===== src/rtl/cacheline_adapter_if.sv =====
// Purpose: bundles the d_cache pmem line port and the 64-bit burst memory port.
// Latency: none, wires only.
// Backpressure: the memory side stalls the adapter by holding burst_resp_i low.
//
// Ports (slave = adapter view):
//   line_address_i, line_i, line_read_i, line_write_i  line request from cache
//   line_o, line_resp_o                                line result to cache
//   burst_address_o, burst_o, burst_read_o, burst_write_o  burst request to memory
//   burst_i, burst_resp_i                              beat data/ack from memory
interface cacheline_adapter_if #(
    parameter int s_line  = 256,
    parameter int s_burst = 64
);
    logic [31:0]        line_address_i;
    logic [s_line-1:0]  line_i;
    logic               line_read_i;
    logic               line_write_i;
    logic [s_line-1:0]  line_o;
    logic               line_resp_o;

    logic [31:0]        burst_address_o;
    logic [s_burst-1:0] burst_o;
    logic               burst_read_o;
    logic               burst_write_o;
    logic [s_burst-1:0] burst_i;
    logic               burst_resp_i;

    modport slave (
        input  line_address_i, line_i, line_read_i, line_write_i,
        input  burst_i, burst_resp_i,
        output line_o, line_resp_o,
        output burst_address_o, burst_o, burst_read_o, burst_write_o
    );

    modport master (
        output line_address_i, line_i, line_read_i, line_write_i,
        output burst_i, burst_resp_i,
        input  line_o, line_resp_o,
        input  burst_address_o, burst_o, burst_read_o, burst_write_o
    );
endinterface


===== src/rtl/cacheline_adapter.sv =====
// Purpose: turns one 256-bit cache line read/write into a fixed 4-beat 64-bit memory burst.
// Latency: request seen in IDLE at t, beats from t+1, one-cycle line_resp_o after the last ack.
// Backpressure: burst_resp_i low stalls the burst; state, beat counter and burst_o are held.
//
// Ports: clk (rising edge), rst (async, active-low), bus (cacheline_adapter_if.slave):
//   line side  - line_address_i/line_i/line_read_i/line_write_i in, line_o/line_resp_o out
//   burst side - burst_address_o/burst_o/burst_read_o/burst_write_o out, burst_i/burst_resp_i in
module cacheline_adapter #(
    parameter int s_offset  = 5,
    parameter int s_line    = 8 * (2 ** s_offset),
    parameter int s_burst   = 64,
    parameter int num_beats = s_line / s_burst
) (
    input  logic                 clk,
    input  logic                 rst,
    cacheline_adapter_if.slave   bus
);
    localparam int cnt_w   = $clog2(num_beats);
    localparam int lsb_w   = $clog2(s_line);
    localparam int burst_w = $clog2(s_burst);
    localparam logic [cnt_w-1:0] last_cnt = cnt_w'(num_beats - 1);

    typedef enum logic [1:0] {
        IDLE  = 2'd0,
        READ  = 2'd1,
        WRITE = 2'd2,
        DONE  = 2'd3
    } state_t;

    state_t              state;
    state_t              state_nxt;
    logic [cnt_w-1:0]    cnt;
    logic [31:0]         addr_q;
    logic [s_line-1:0]   wbuf_q;
    logic [s_line-1:0]   line_q;
    logic [lsb_w-1:0]    beat_lsb;
    logic                in_burst;
    logic                beat_acc;
    logic                start_wr;
    logic                start_rd;

    // Beat n occupies bits [n*s_burst +: s_burst]; beat 0 is the low word.
    assign beat_lsb = {cnt, {burst_w{1'b0}}};
    assign in_burst = (state == READ) || (state == WRITE);
    // Acks outside a burst (IDLE/DONE) are ignored.
    assign beat_acc = in_burst && bus.burst_resp_i;
    // Write has priority; a concurrent read stays pending and is taken later.
    assign start_wr = (state == IDLE) && bus.line_write_i;
    assign start_rd = (state == IDLE) && !bus.line_write_i && bus.line_read_i;

    // State register
    always_ff @(posedge clk or negedge rst) begin
        if (!rst) begin
            state <= IDLE;
        end else begin
            state <= state_nxt;
        end
    end

    // Next-state logic
    always_comb begin
        state_nxt = state;
        unique case (state)
            IDLE: begin
                if (bus.line_write_i) begin
                    state_nxt = WRITE;
                end else if (bus.line_read_i) begin
                    state_nxt = READ;
                end
            end
            READ, WRITE: begin
                if (bus.burst_resp_i && (cnt == last_cnt)) begin
                    state_nxt = DONE;
                end
            end
            DONE:    state_nxt = IDLE;
            default: state_nxt = IDLE;
        endcase
    end

    // Datapath: latched address/write line, beat counter, read line assembly.
    always_ff @(posedge clk or negedge rst) begin
        if (!rst) begin
            cnt    <= '0;
            addr_q <= '0;
            wbuf_q <= '0;
            line_q <= '0;
        end else begin
            if (start_wr || start_rd) begin
                addr_q <= {bus.line_address_i[31:s_offset], {s_offset{1'b0}}};
                cnt    <= '0;
            end
            if (start_wr) begin
                wbuf_q <= bus.line_i;
            end
            if (beat_acc) begin
                // Counter wraps to 0 on the last beat.
                cnt <= cnt + 1'b1;
                if (state == READ) begin
                    line_q[beat_lsb +: s_burst] <= bus.burst_i;
                end
            end
        end
    end

    // Output logic
    always_comb begin
        bus.burst_read_o  = 1'b0;
        bus.burst_write_o = 1'b0;
        bus.line_resp_o   = 1'b0;
        unique case (state)
            READ:    bus.burst_read_o  = 1'b1;
            WRITE:   bus.burst_write_o = 1'b1;
            DONE:    bus.line_resp_o   = 1'b1;
            default: ;
        endcase
    end

    assign bus.burst_address_o = addr_q;
    assign bus.burst_o         = wbuf_q[beat_lsb +: s_burst];
    assign bus.line_o          = line_q;
endmodule


===== src/flat_wrapper.sv =====
// flat-port wrapper written by rule: the top's interface ports become plain ports
module cacheline_adapter_flat 
#(
    parameter int s_offset  = 5,
    parameter int s_line    = 8 * (2 ** s_offset),
    parameter int s_burst   = 64,
    parameter int num_beats = s_line / s_burst
)
  (clk, rst, bus_line_address_i, bus_line_i, bus_line_read_i, bus_line_write_i, bus_burst_i, bus_burst_resp_i, bus_line_o, bus_line_resp_o, bus_burst_address_o, bus_burst_o, bus_burst_read_o, bus_burst_write_o);
  cacheline_adapter_if #(.s_line(s_line), .s_burst(s_burst)) bus_i ();
  input  logic clk;
  input  logic rst;
  input wire logic [$bits(bus_i.line_address_i)-1:0] bus_line_address_i;
  input wire logic [$bits(bus_i.line_i)-1:0] bus_line_i;
  input wire logic [$bits(bus_i.line_read_i)-1:0] bus_line_read_i;
  input wire logic [$bits(bus_i.line_write_i)-1:0] bus_line_write_i;
  input wire logic [$bits(bus_i.burst_i)-1:0] bus_burst_i;
  input wire logic [$bits(bus_i.burst_resp_i)-1:0] bus_burst_resp_i;
  output wire logic [$bits(bus_i.line_o)-1:0] bus_line_o;
  output wire logic [$bits(bus_i.line_resp_o)-1:0] bus_line_resp_o;
  output wire logic [$bits(bus_i.burst_address_o)-1:0] bus_burst_address_o;
  output wire logic [$bits(bus_i.burst_o)-1:0] bus_burst_o;
  output wire logic [$bits(bus_i.burst_read_o)-1:0] bus_burst_read_o;
  output wire logic [$bits(bus_i.burst_write_o)-1:0] bus_burst_write_o;
  assign bus_i.line_address_i = bus_line_address_i;
  assign bus_i.line_i = bus_line_i;
  assign bus_i.line_read_i = bus_line_read_i;
  assign bus_i.line_write_i = bus_line_write_i;
  assign bus_i.burst_i = bus_burst_i;
  assign bus_i.burst_resp_i = bus_burst_resp_i;
  assign bus_line_o = bus_i.line_o;
  assign bus_line_resp_o = bus_i.line_resp_o;
  assign bus_burst_address_o = bus_i.burst_address_o;
  assign bus_burst_o = bus_i.burst_o;
  assign bus_burst_read_o = bus_i.burst_read_o;
  assign bus_burst_write_o = bus_i.burst_write_o;
  cacheline_adapter #(.s_offset(s_offset), .s_line(s_line), .s_burst(s_burst), .num_beats(num_beats)) u_core (.clk(clk), .rst(rst), .bus(bus_i));
endmodule

===== config.mk =====
export PLATFORM = sky130hd
export DESIGN_NAME = cacheline_adapter_flat
export DESIGN_NICKNAME = d
export VERILOG_FILES = /design/src/rtl/cacheline_adapter_if.sv /design/src/rtl/cacheline_adapter.sv /design/src/flat_wrapper.sv
export SDC_FILE = /design/constraint.sdc
export NUM_CORES = 1
export LEC_CHECK = 0
export CORE_AREA = 2 2 279 281
export DETAILED_ROUTE_END_ITERATION = 16
export DIE_AREA = 0 0 281 283
export GPL_TIMING_DRIVEN = 0
export PLACE_DENSITY = 0.5
export SLEW_MARGIN = 20
export SYNTH_ARGS = -nofsm -noshare
export SYNTH_HDL_FRONTEND = slang
export SYNTH_SLANG_ARGS = --single-unit

===== constraint.sdc =====
create_clock -name clk -period 3.2 [get_ports clk]
set_clock_uncertainty 0.2 [all_clocks]
set_input_delay 0.64 -clock clk [delete_from_list [all_inputs] [get_ports clk]]
set_output_delay 0.64 -clock clk [all_outputs]
set_load 0.005 [all_outputs]

# After elaboration in Yosys (flattened, before gate mapping)

Cells that the tools add are included.

Register bits: 543
Latch bits: 0
RAM bits: 0
Bits in read-only memories: 0
Input bits: 357
Output and inout bits: 355
Word-level logic and storage cells: 39
Memories: 0

Add/sub/neg operators: 2
$mul: 0
Divide/modulo/power cells: 0
$lt $le $gt $ge: 0
Equality and inequality tests: 6
Shift operators: 3
Multiplexer cells: 10
Bitwise logic cells: 0
Reduce and logical (&&, ||, !) cells: 13

Operator list:

| kind                                                     | count |
|---|---|
| bitwise mux 256 bit                                      | 1 |
| variable shift 64 x 10 -> 256 bit (first input constant) | 1 |
| indexed part select 256 x 9 -> 64 bit                    | 1 |
| indexed part select 64 x 10 -> 256 bit                   | 1 |
| two-way mux 2 bit                                        | 5 |
| negation 8 -> 10 bit                                     | 1 |
| equality test 2 bit (second input constant)              | 3 |
| one-hot mux 2 bit (3 select lines)                       | 1 |
| logical AND 1 bit                                        | 5 |
| AND reduction 2 bit                                      | 2 |
| two-way mux 1 bit                                        | 3 |
| != test 3 bit (second input constant)                    | 1 |
| adder 2 x 1 -> 2 bit (second input constant)             | 1 |
| equality test 2 x 1 -> 1 bit (second input constant)     | 1 |
| zero test 2 bit                                          | 1 |
| logical OR 1 bit                                         | 2 |
| != test 2 x 1 -> 1 bit (second input constant)           | 1 |
| nonzero test 2 bit                                       | 1 |
| OR reduction 2 bit                                       | 1 |
| zero test 1 bit                                          | 1 |

# Longest topological paths before layout

Gate-level depths: netlist of the first run.

Depth after elaboration: 6
Mapped depth: 9

# Worst setup path before layout of the first run

OpenSTA, ideal clock, no wires.

Kind: reg-to-reg
Start point: reg u_core.cnt[1]
End point: reg u_core.line_q[106], in the netlist u_core.bus.line_o[106]
Library setup time: 0.065 ns
Arrival time: 2.485 ns
Data required time: 2.935 ns
Slack: 0.449 ns
Cell stages (with the launch flop): 10
Buffers on the path: 4
Cells stage by stage: dfrtp_1 clkbuf_1 buf_1 inv_1 ha_1 inv_2 nor4_2 buf_2 buf_2 a22o_1

Longest elaborated chain between the ends: 3

RTL lines:

| item                                                                                               | RTL line                 | text |
|---|---|---|
| start: declaration                                                                                 | cacheline_adapter.sv:32  | `logic [cnt_w-1:0] cnt;` |
| start signal: assignment                                                                           | cacheline_adapter.sv:98  | `cnt <= cnt + 1'b1;` |
| negation 8 -> 10 bit *                                                                             | cacheline_adapter.sv:100 | `line_q[beat_lsb +: s_burst] <= bus.burst_i;` |
| indexed part select 64 x 10 -> 256 bit / variable shift 64 x 10 -> 256 bit (equally long branches) | cacheline_adapter.sv:100 |  |
| bitwise mux 256 bit *                                                                              | cacheline_adapter.sv:100 |  |
| end signal: indexed assignment                                                                     | cacheline_adapter.sv:100 |  |
| end: declaration                                                                                   | cacheline_adapter.sv:35  | `logic [s_line-1:0] line_q;` |

Mark *: on every way between the ends. The rest lies on a longest branch, timed or not.
A chain may end at the register's enable or synchronous reset.

# Worst setup path in the final report of the first run

Start point: reg u_core.cnt[0]
End point: out bus_burst_o[34]

Longest elaborated chain between the ends: 1

RTL lines:

| item                                  | RTL line                 | text |
|---|---|---|
| indexed part select 256 x 9 -> 64 bit | cacheline_adapter.sv:120 | `assign bus.burst_o = wbuf_q[beat_lsb +: s_burst];` |
| end: declaration                      | flat_wrapper.sv:22       | `output wire logic [$bits(bus_i.burst_o)-1:0] bus_burst_o;` |

No other way between the ends.

==> flow_summary.yaml, run 1 <==
global_routing:
  antenna_found_initial: 44
  grt_pass1_wl_mm: 118.9
  grt_max_degree: 97
  overflow: 0
  track_usage: 0.2059
  grt_pass1_vias: 16380
drt:
  drt_iter0_drc: 710
  met1_length_mm: 29.12
  remaining_drc_errors: 0
  wl_met2_mm: 41.27
  postRouteAntennaNets: 0
  wl_met3_mm: 9.406
  top_layer_used: "met5"
  wl_per_cell_um: 25.93
  wirelength_mm: 82.74
  routed_via_density: 4.756
  vias: 15180
  first_pass_iters: 4
sta:
  tns_ns: 0
  fin_crit_ns: 3.153
  fmax_ghz: 0.3172
  grt_setup_unrepaired: "yes"
  worst_pin_slew_ns: 0.9213
  post-route-period-util: 0.9853
  slew_headroom: 0.3807
  maxSlewViolCount: 0
  holdWs_ns: 0.2960
  setup_viol: 0
  hold_viol: 0
floorplan:
  fp-row-count: 102
  die-area_um2: 79520
  num_io_pins: 712
  start_util: 0.2774
  coreArea_um2: 76700
  die_x_um: 281
  die_h_um: 283
placement:
  numPortBuffers: 701
  dpl.cell_count: 3047
  gp_congestion: 0.8584
  hpwl_mm: 63.46
clock_tree:
  path_clk_slew_ns: 0.05
  clkSinkCount: 543
  cts_tree: "built"
  root_buffer: "clkbuf_16"
  cts.htree.levels: 3
  cts_buffer_depth: 3
  clock_latency_ns: 0.59
  cts_buffers: 67
synthesis:
  synthDistinctLibCells: 20
  synth_area_leaders: "dfrtp_1 (64%), mux2_2 (15%), a22o_1 (11%), mux4_2 (6.8%), buf_2 (1.3%)"
  yosysTopAreaCellShare: 0.6386
  synthesis.instances: 1296
  ys_seq_area_frac: 0.6386
  mappedNetlistArea_um2: 21280
  ys_seq_elements: 543
  syn_area_per_cell_um2: 16.42
  synth_top_area_cell: "dfrtp_1"
  ys_warn_count: 0
power_and_ir_drop:
  finalPower_mw: 27.88
  p_per_area_nw_per_um2: 864.2
  p_leak_nw: 13.87
  ir_worst_vdd_mv: 0.4357
setup_path:
  worst-path-buf-inv: 3
  max_stage_delay_ns: 0.51
  crit_type: "reg -> out"
  path_cells: "buf_6, buf_12, mux4_2, clkdlybuf4s50_1"
  cp-start-kind: "flip-flop"
  worst-path-max-fanout: 10
  cp_top_family: "buffers and inverters"
  crit_path_end_kind: "primary output"
  cp_slowest_cell: "mux4_2"
  cp.required_ns: 2.36
  arrival_ns: 2.31
finish:
  stdcell_count: 3191
  area_growth_pct: 51.63
  nNetsFinal: 2459
  drive_gt1_frac: 0.2621
run:
  maxCapViolCount: 0
status:
  status: "finished, final reports clean"
min_path:
  hold_class: "reg -> reg"
[report_power, final]
group | switching, mW | leakage [nW] | internal, mW
clock | 3.04 | 1.05 | 4.43
combinational | 3.88 | 5.90 | 6.08
sequential | 1.25 | 6.93 | 9.21
total | 8.17 | 13.9 | 19.7
[state kept, by name, indices dropped and copies added, names as in the netlist]
signal,cells
u_core.wbuf_q,256
u_core.state,2
u_core.cnt,2
u_core.bus.burst_address_o,27
u_core.bus.line_o,256
[layer usage]
layer / vias up / track usage
met5: - / 0
met4: 62 / 0.07193
met3: 177 / 0.09887
met2: 589 / 0.3522
met1: 7796 / 0.2202
li1: 6552 / -
[final timing paths]
check | cells after the start | startpoint | endpoint | slack [ns]
max in group asynchronous | 4 | rst | u_core.cnt[1] | 1.02
setup / recovery | 4 | u_core.cnt[0] | bus_burst_o[34] | 0.05
min in group asynchronous | 2 | rst | u_core.bus.line_o[181] | 0.39
hold / removal | 1 | u_core.wbuf_q[159] | u_core.wbuf_q[159] | 0.30
setup reg to reg | 9 | u_core.cnt[1] | u_core.bus.line_o[177] | 0.18
hold reg to reg | 1 | u_core.wbuf_q[159] | u_core.wbuf_q[159] | 0.30
[cell usage after synthesis]
| cell type | instances |
|---|---|
| a22o_1 | 256 |
| a22oi_1 | 1 |
| buf_1 | 2 |
| buf_2 | 54 |
| buf_4 | 5 |
| clkbuf_1 | 44 |
| conb_1 | 1 |
| dfrtp_1 | 543 |
| ha_1 | 10 |
| inv_1 | 5 |
| inv_2 | 1 |
| mux2_2 | 285 |
| mux4_2 | 64 |
| nand2_1 | 5 |
| nand2b_1 | 2 |
| nand3_1 | 6 |
| nor2_1 | 2 |
| nor4_2 | 4 |
| nor4b_1 | 2 |
| o21ai_0 | 4 |
[placed cells by master (no fill, tap or decap), types with 6 or more instances in the layout]
cell type	n
buf_2	51
diode_2	11
dlymetal6s2s_1	9
buf_4	19
clkbuf_1	52
clkinv_2	6
clkbuf_8	15
dlygate4sd2_1	20
nand3_1	6
buf_16	6
buf_6	7
clkbuf_16	68
mux2_2	285
mux4_2	64
dfrtp_1	542
a22o_1	256
clkdlybuf4s50_1	647
ha_1	9
buf_12	8
clkbuf_2	10
clkdlybuf4s15_1	11
[kinds of logic after synthesis]
logic type | share of synthesized area
muxes | 0.2186
DFF | 0.6386
adders and majority gates | 0.005881
other | 0.0001762
buffers and inverters | 0.02364
and+or+nand+nor | 0.006410
AOI/OAI and AO/OA | 0.1067
[layout make-up]
cell class              count  area, µm²
repair buffers            725       7328
well taps                1040       1301
plain buffers             103      611.8
multi-input cells         646       7221
clock buffers             100       1962
flip-flops and latches    543      13590
fillers                  7047      44440
inverters                   6      22.52
diodes                     11      27.53
clock inverters            17      198.9
[stage by stage]
step,util,setup slack [ns],instance area [µm²]
after global placement,0.3860,-23.50,29610
final,0.4206,0.04701,32260
after detailed placement,0.3883,-1.773,29780
after global routing,0.4205,-0.06007,32250
after floorplan,-,0.4495,21290
after CTS,0.4194,-0.08791,32170
[what timing repair did]
action	CTS	global route
endpoints found under the setup margin	321	53
buffers inserted	12	4
hold buffers	1	0
gates resized for setup	130	32
pin swaps	1	0
gates cloned	1	0
endpoints found under the hold margin	61	0
(Power assumes the default switching activity.)
==> run 2, diff against run 1 <==
--- a/config.mk
+++ b/config.mk
@@ -5,11 +5,12 @@
 export SDC_FILE = /design/constraint.sdc
 export NUM_CORES = 1
 export LEC_CHECK = 0
-export CORE_AREA = 2 2 279 281
+export ABC_AREA = 1
+export CORE_AREA = 2 2 273 275
 export DETAILED_ROUTE_END_ITERATION = 16
-export DIE_AREA = 0 0 281 283
+export DIE_AREA = 0 0 275 277
 export GPL_TIMING_DRIVEN = 0
-export PLACE_DENSITY = 0.5
+export PLACE_DENSITY = 0.57
 export SLEW_MARGIN = 20
 export SYNTH_ARGS = -nofsm -noshare
 export SYNTH_HDL_FRONTEND = slang
==> flow_summary.yaml, run 2 <==
drt:
  first_pass_iters: 5
  drt_iter0_drc: 1705
  vias: 23230
  remaining_drc_errors: 0
  routed_via_density: 4.666
  wirelength_mm: 99.67
  wl_per_cell_um: 20.02
  postRouteAntennaNets: 0
sta:
  fmax_ghz: 0.3147
  worst_pin_slew_ns: 0.7033
  slew_headroom: 0.5312
  fin_crit_ns: 3.177
  hold_viol: 0
  holdWs_ns: 0.2413
  setup_viol: 0
  post-route-period-util: 0.9929
  grt_setup_unrepaired: "yes"
  maxSlewViolCount: 0
  tns_ns: 0
synthesis:
  syn_area_per_cell_um2: 7.797
  yosys-mux-area-fraction: 0
  synth_fa_ha_area_frac: 0.005112
  synth_top_family_by_area: "simple AND/OR/NAND/NOR gates"
  mappedNetlistArea_um2: 24480
  async_flop_share: 1.000
  synth_area_leaders: "dfrtp_1 (56%), nand2_1 (21%), nand3_1 (5.3%), nor2_1 (4.9%), inv_1 (3.5%)"
  yosysMostFrequentCell: "nand2_1"
  synth_compound_area_frac: 0.05153
  synth_edf_count: 0
  ys_warn_count: 0
  synth_top_cells_by_count: "nand2_1 (1337), dfrtp_1 (543), nor2_1 (321)"
  synth_top_area_cell: "dfrtp_1"
  yosysTopAreaCellShare: 0.5552
  synth_top_flop_cell: "dfrtp_1"
  synth_xor_area_frac: 0
  yosys.area_share.simple: 0.3098
  synthesis.instances: 3139
  ys_seq_elements: 543
  ys_seq_area_frac: 0.5552
  synthDistinctLibCells: 21
setup_path:
  cp_slowest_cell: "dfrtp_2"
  rrSetupSlack_ns: 0.20
  r2r_end: "u_core.bus.line_o[91]"
  path_cells: "buf_12, inv_8, buf_12, buf_16, buf_8, buf_12, buf_6, o211ai_1, nand2_1, buf_2"
  cp.required_ns: 2.36
  r2r_cells: 12
  arrival_ns: 2.34
  crit_type: "reg -> out"
  max_stage_delay_ns: 0.43
  timing.rr.start: "u_core.cnt[0]"
  worst-path-max-fanout: 7
  crit_path_end_kind: "primary output"
  crit_top_cell: "buf_12"
  cp-start-kind: "flip-flop"
min_path:
  hold_class: "in -> reg"
  whs_endpoint: "u_core.cnt[1]"
  hp-start: "bus_burst_resp_i"
  whs_path_depth: 4
power_and_ir_drop:
  power_switching_share: 0.3795
  finalPower_mw: 28.76
  p_per_area_nw_per_um2: 808.6
  intPower_mw: 17.85
  p_clk_frac: 0.243
  switchingPower_mw: 10.91
  power_frac_seq: 0.344
  pwr-share-comb: 0.413
  p_leak_nw: 18.57
  ir_worst_vdd_mv: 0.5119
floorplan:
  num_io_pins: 712
  fp-row-count: 100
  die_h_um: 277
  start_util: 0.3327
  coreArea_um2: 73570
  die-area_um2: 76180
  die_x_um: 275
global_routing:
  grt_pass1_wl_mm: 145.2
  antenna_found_initial: 31
  grt_max_degree: 95
  grt_pass1_vias: 22960
  track_usage: 0.2555
  overflow: 0
finish:
  area_growth_pct: 45.31
  drive_gt1_frac: 0.08886
  final_area_um2: 35570
  nNetsFinal: 4314
  fin_util: 0.4834
  final_cell_mix: "nand2_1 (1328), clkdlybuf4s50_1 (634), dfrtp_1 (542), nor2_1 (319), nand3_1 (258)"
  final_common_cell: "nand2_1"
clock_tree:
  root_buffer: "clkbuf_16"
  cts_buffers: 60
  cts_tree: "built"
  clkSinkCount: 543
  cts.htree.levels: 2
  cts_buffer_depth: 3
  path_clk_slew_ns: 0.07
  clock_latency_ns: 0.62
placement:
  numPortBuffers: 699
  hpwl_mm: 75.75
  gp_congestion: 0.9000
  placedInstanceArea_um2: 32870
run:
  maxCapViolCount: 0
status:
  status: "finished, final reports clean"
run 2: cell types whose count changed after synthesis, moves of 12 or more:
| cell | delta |
|---|---|
| a22o_1 | -256 |
| nand3_1 | +252 |
| nand2_1 | +1332 |
| inv_1 | +222 |
| buf_2 | +46 |
| mux4_2 | -64 |
| o21ai_0 | +87 |
| buf_6 | +12 |
| mux2_2 | -285 |
| a21oi_1 | +64 |
| o211ai_1 | +64 |
| nor2_1 | +319 |
| clkbuf_1 | +33 |
run 2: cell families after synthesis:
logic type,Yosys count
adders and majority gates,10
other,1
and+or+nand+nor,1923
DFF,543
AOI/OAI and AO/OA,220
buffers and inverters,442
run 2: layer usage:
metal / routed length, µm / track usage
met2: 50540 / 0.4520
met3: 7168 / 0.06538
met5: 269 / 0
met1: 39110 / 0.3031
met4: 2584 / 0.07415
run 2: power by group through the flow:
stage / registers, mW / clock network (mW) / logic (mW)
6_report: 9.89 / 6.99 / 11.9
5_1_grt: 10.1 / 7.41 / 13.1
4_1_cts: 9.86 / 7.11 / 11.9
3_5_place_dp: 9.95 / 0 / 11.4
3_3_place_gp: 9.98 / 0 / 11.3
2_1_floorplan: 9.75 / 0 / 5.73
run 2: worst max-delay path by stage:
stage,from,end,slack (ns),cells past startpoint
6_report,u_core.cnt[0],bus_burst_o[50],0.02,10
5_1_grt,u_core.cnt[0],bus_burst_o[50],-0.06,10
4_1_cts,u_core.cnt[0],bus_burst_o[56],-0.1,9
3_5_place_dp,u_core.cnt[1],bus_burst_o[59],-0.26,6
3_3_place_gp,rst,u_core.wbuf_q[233],-24.46,1
2_1_floorplan,u_core.cnt[0],u_core.bus.line_o[170],0.93,12
run 2: layout make-up:
type	instances	area, µm²
Multi-Input combinational cell	2158	9022
Inverter	230	870.8
Antenna cell	14	35.03
Clock inverter	24	212.7
Sequential cell	543	13590
Timing Repair Buffer	747	7567
Tap cell	969	1212
Fill cell	7537	38000
Buffer	207	1306
Clock buffer	86	1750
run 2: what timing repair did:
item                       CTS  global route
setup endpoints to repair  265            54
cloned                       5             2
hold endpoints to repair    50             0
buffers inserted            25            10
hold buffers                 1             0
pin swaps                   28            21
gates resized for setup    276            73
run 2: worst max-delay path, delay by kind of cell (launching register included):
kind                   cells  cell delay, ns
buffers and inverters      8            0.98
AND/OR/NAND/NOR            1            0.13
AO/OA/AOI/OAI              1            0.16
flip-flops                 1            0.43
run 2: through the flow:
stage	std cells	setup slack, ns
after floorplan	3143	0.9257
after detailed placement	4817	-0.2577
after CTS	4957	-0.09838
final	4978	0.02257
after global placement	4811	-24.46
after global routing	4971	-0.05525
==> run 3, diff against run 2 <==
--- a/config.mk
+++ b/config.mk
@@ -6,11 +6,12 @@
 export NUM_CORES = 1
 export LEC_CHECK = 0
 export ABC_AREA = 1
-export CORE_AREA = 2 2 273 275
+export CORE_AREA = 2 2 276 278
+export CTS_BUF_LIST = sky130_fd_sc_hd__clkbuf_2
 export DETAILED_ROUTE_END_ITERATION = 16
-export DIE_AREA = 0 0 275 277
+export DIE_AREA = 0 0 278 280
 export GPL_TIMING_DRIVEN = 0
-export PLACE_DENSITY = 0.57
+export PLACE_DENSITY = 0.56
 export SLEW_MARGIN = 20
 export SYNTH_ARGS = -nofsm -noshare
 export SYNTH_HDL_FRONTEND = slang
==> flow_summary.yaml, run 3 (synthesis results as in run 2) <==
power_and_ir_drop:
  ir_worst_vdd_mv: 0.3374
  p_leak_nw: 21.07
  p_per_area_nw_per_um2: 715.9
  finalPower_mw: 27.78
setup_path:
  r2r_cells: 12
  arrival_ns: 2.93
  crit_type: "reg -> out"
  timing.rr.start: "u_core.cnt[0]"
  rrSetupSlack_ns: 0.24
  cp.required_ns: 2.36
  cp_slowest_cell: "dfrtp_2"
  crit_path_end_kind: "primary output"
  cp_top_family: "buffers and inverters"
  worst-path-buf-inv: 7
  r2r_end: "u_core.bus.line_o[167]"
  cp-start-kind: "flip-flop"
  crit_top_cell: "buf_12"
  path_cells: "buf_12, clkinv_8, buf_12, buf_16, buf_12, buf_16, nand2_2, o211ai_1, nand2_1, buf_2"
  max_stage_delay_ns: 0.43
  worst-path-max-fanout: 6
drt:
  wirelength_mm: 103.9
  first_pass_iters: 8
  remaining_drc_errors: 0
  wl_per_cell_um: 18.86
  drt_iter0_drc: 1543
  vias: 25370
  postRouteAntennaNets: 0
  routed_via_density: 4.607
clock_tree:
  clkSinkCount: 543
  cts_tree: "built"
  cts_buffer_depth: 3
  root_buffer: "clkbuf_2"
  cts_buffers: 152
  path_clk_slew_ns: 0.10
  cts.htree.levels: 4
  clock_latency_ns: 1.29
finish:
  nNetsFinal: 4791
  final_common_cell: "nand2_1"
  final_area_um2: 38800
  area_growth_pct: 58.53
  final_cell_mix: "nand2_1 (1312), dfrtp_1 (537), clkdlybuf4s50_1 (478), dlygate4sd3_1 (355), nor2_1 (299)"
  drive_gt1_frac: 0.1308
sta:
  grt_setup_unrepaired: "yes"
  fin_ws_ns: -0.5678
  fin_crit_ns: 3.768
  hold_viol: 0
  setup_viol: 64
  slew_headroom: 0.4479
  maxSlewViolCount: 0
  post-route-period-util: 1.177
  worst_pin_slew_ns: 0.8281
  fmax_ghz: 0.2654
global_routing:
  track_usage: 0.2653
  grt_max_degree: 95
  overflow: 0
  grt_pass1_wl_mm: 155.7
  antenna_found_initial: 14
  grt_pass1_vias: 26160
floorplan:
  coreArea_um2: 75190
  die_h_um: 280
  start_util: 0.3255
  die-area_um2: 77840
  num_io_pins: 712
  fp-row-count: 101
  die_x_um: 278
placement:
  placedInstanceArea_um2: 32880
  gp_congestion: 0.8895
  numPortBuffers: 699
  hpwl_mm: 75.69
min_path:
  hold_class: "in -> async"
run:
  maxCapViolCount: 0
status:
  status: "finished with violations"
  failed_checks: "setup timing"
run 3: power breakdown:
group	total [mW]	internal [mW]	switching (mW)
logic	12.6	5.38	7.20
registers	9.89	8.85	1.04
clock network	5.30	2.23	3.06
total	27.8	16.5	11.3
run 3: final cells by class:
class	count	area, µm²
multi-input cells	2158	9195
clock buffers	222	1111
diodes	8	20.02
clock inverters	28	259.0
well taps	978	1224
repair buffers	1132	11160
flip-flops and latches	543	13600
inverters	230	875.8
plain buffers	207	1364
fillers	7437	36390
run 3: metrics by stage:
step	std cells	hold slack (ns)	utilization	setup slack, ns	setup TNS, ns
floorplan	3143	0.1444	-	0.9257	0
global placement	4820	0.2485	0.4350	-24.35	-
detailed placement	4826	0.2535	0.4373	-0.2592	-30.36
CTS	5498	0.01557	0.5136	-0.8239	-45.79
global route	5504	0.1346	0.5160	-0.7763	-42.18
finish	5506	0.2442	0.5160	-0.5678	-30.00
run 3: how the worst max path moves through the flow:
| stage | from | to | slack [ns] | depth (start not counted) |
|---|---|---|---|---|
| finish | u_core.cnt[0] | bus_burst_o[33] | -0.57 | 10 |
| global route | u_core.cnt[0] | bus_burst_o[39] | -0.78 | 11 |
| CTS | u_core.cnt[0] | bus_burst_o[30] | -0.82 | 10 |
| detailed placement | u_core.cnt[0] | bus_burst_o[57] | -0.26 | 8 |
| global placement | rst | u_core.wbuf_q[231] | -24.35 | 1 |
| floorplan | u_core.cnt[0] | u_core.bus.line_o[170] | 0.93 | 12 |
run 3: worst min-delay path, stage by stage:
cell and delay (ns):
dlygate4sd3_1 0.54, dlygate4sd3_1 0.59, buf_8 0.11, buf_16 0.25
run 3: metal layers:
metal  share of wire  GRT usage
met1            0.39     0.3053
met3           0.076    0.07553
met4           0.049     0.1325
met2            0.49     0.4521
met5         0.00065          0
run 3: what timing repair did:
action / CTS / global route
hold endpoints to repair: 992 / 0
cloned: 7 / 2
pin swaps: 45 / 36
hold buffers: 356 / 0
setup buffers: 61 / 3
setup endpoints to repair: 452 / 66
gates resized for setup: 585 / 96
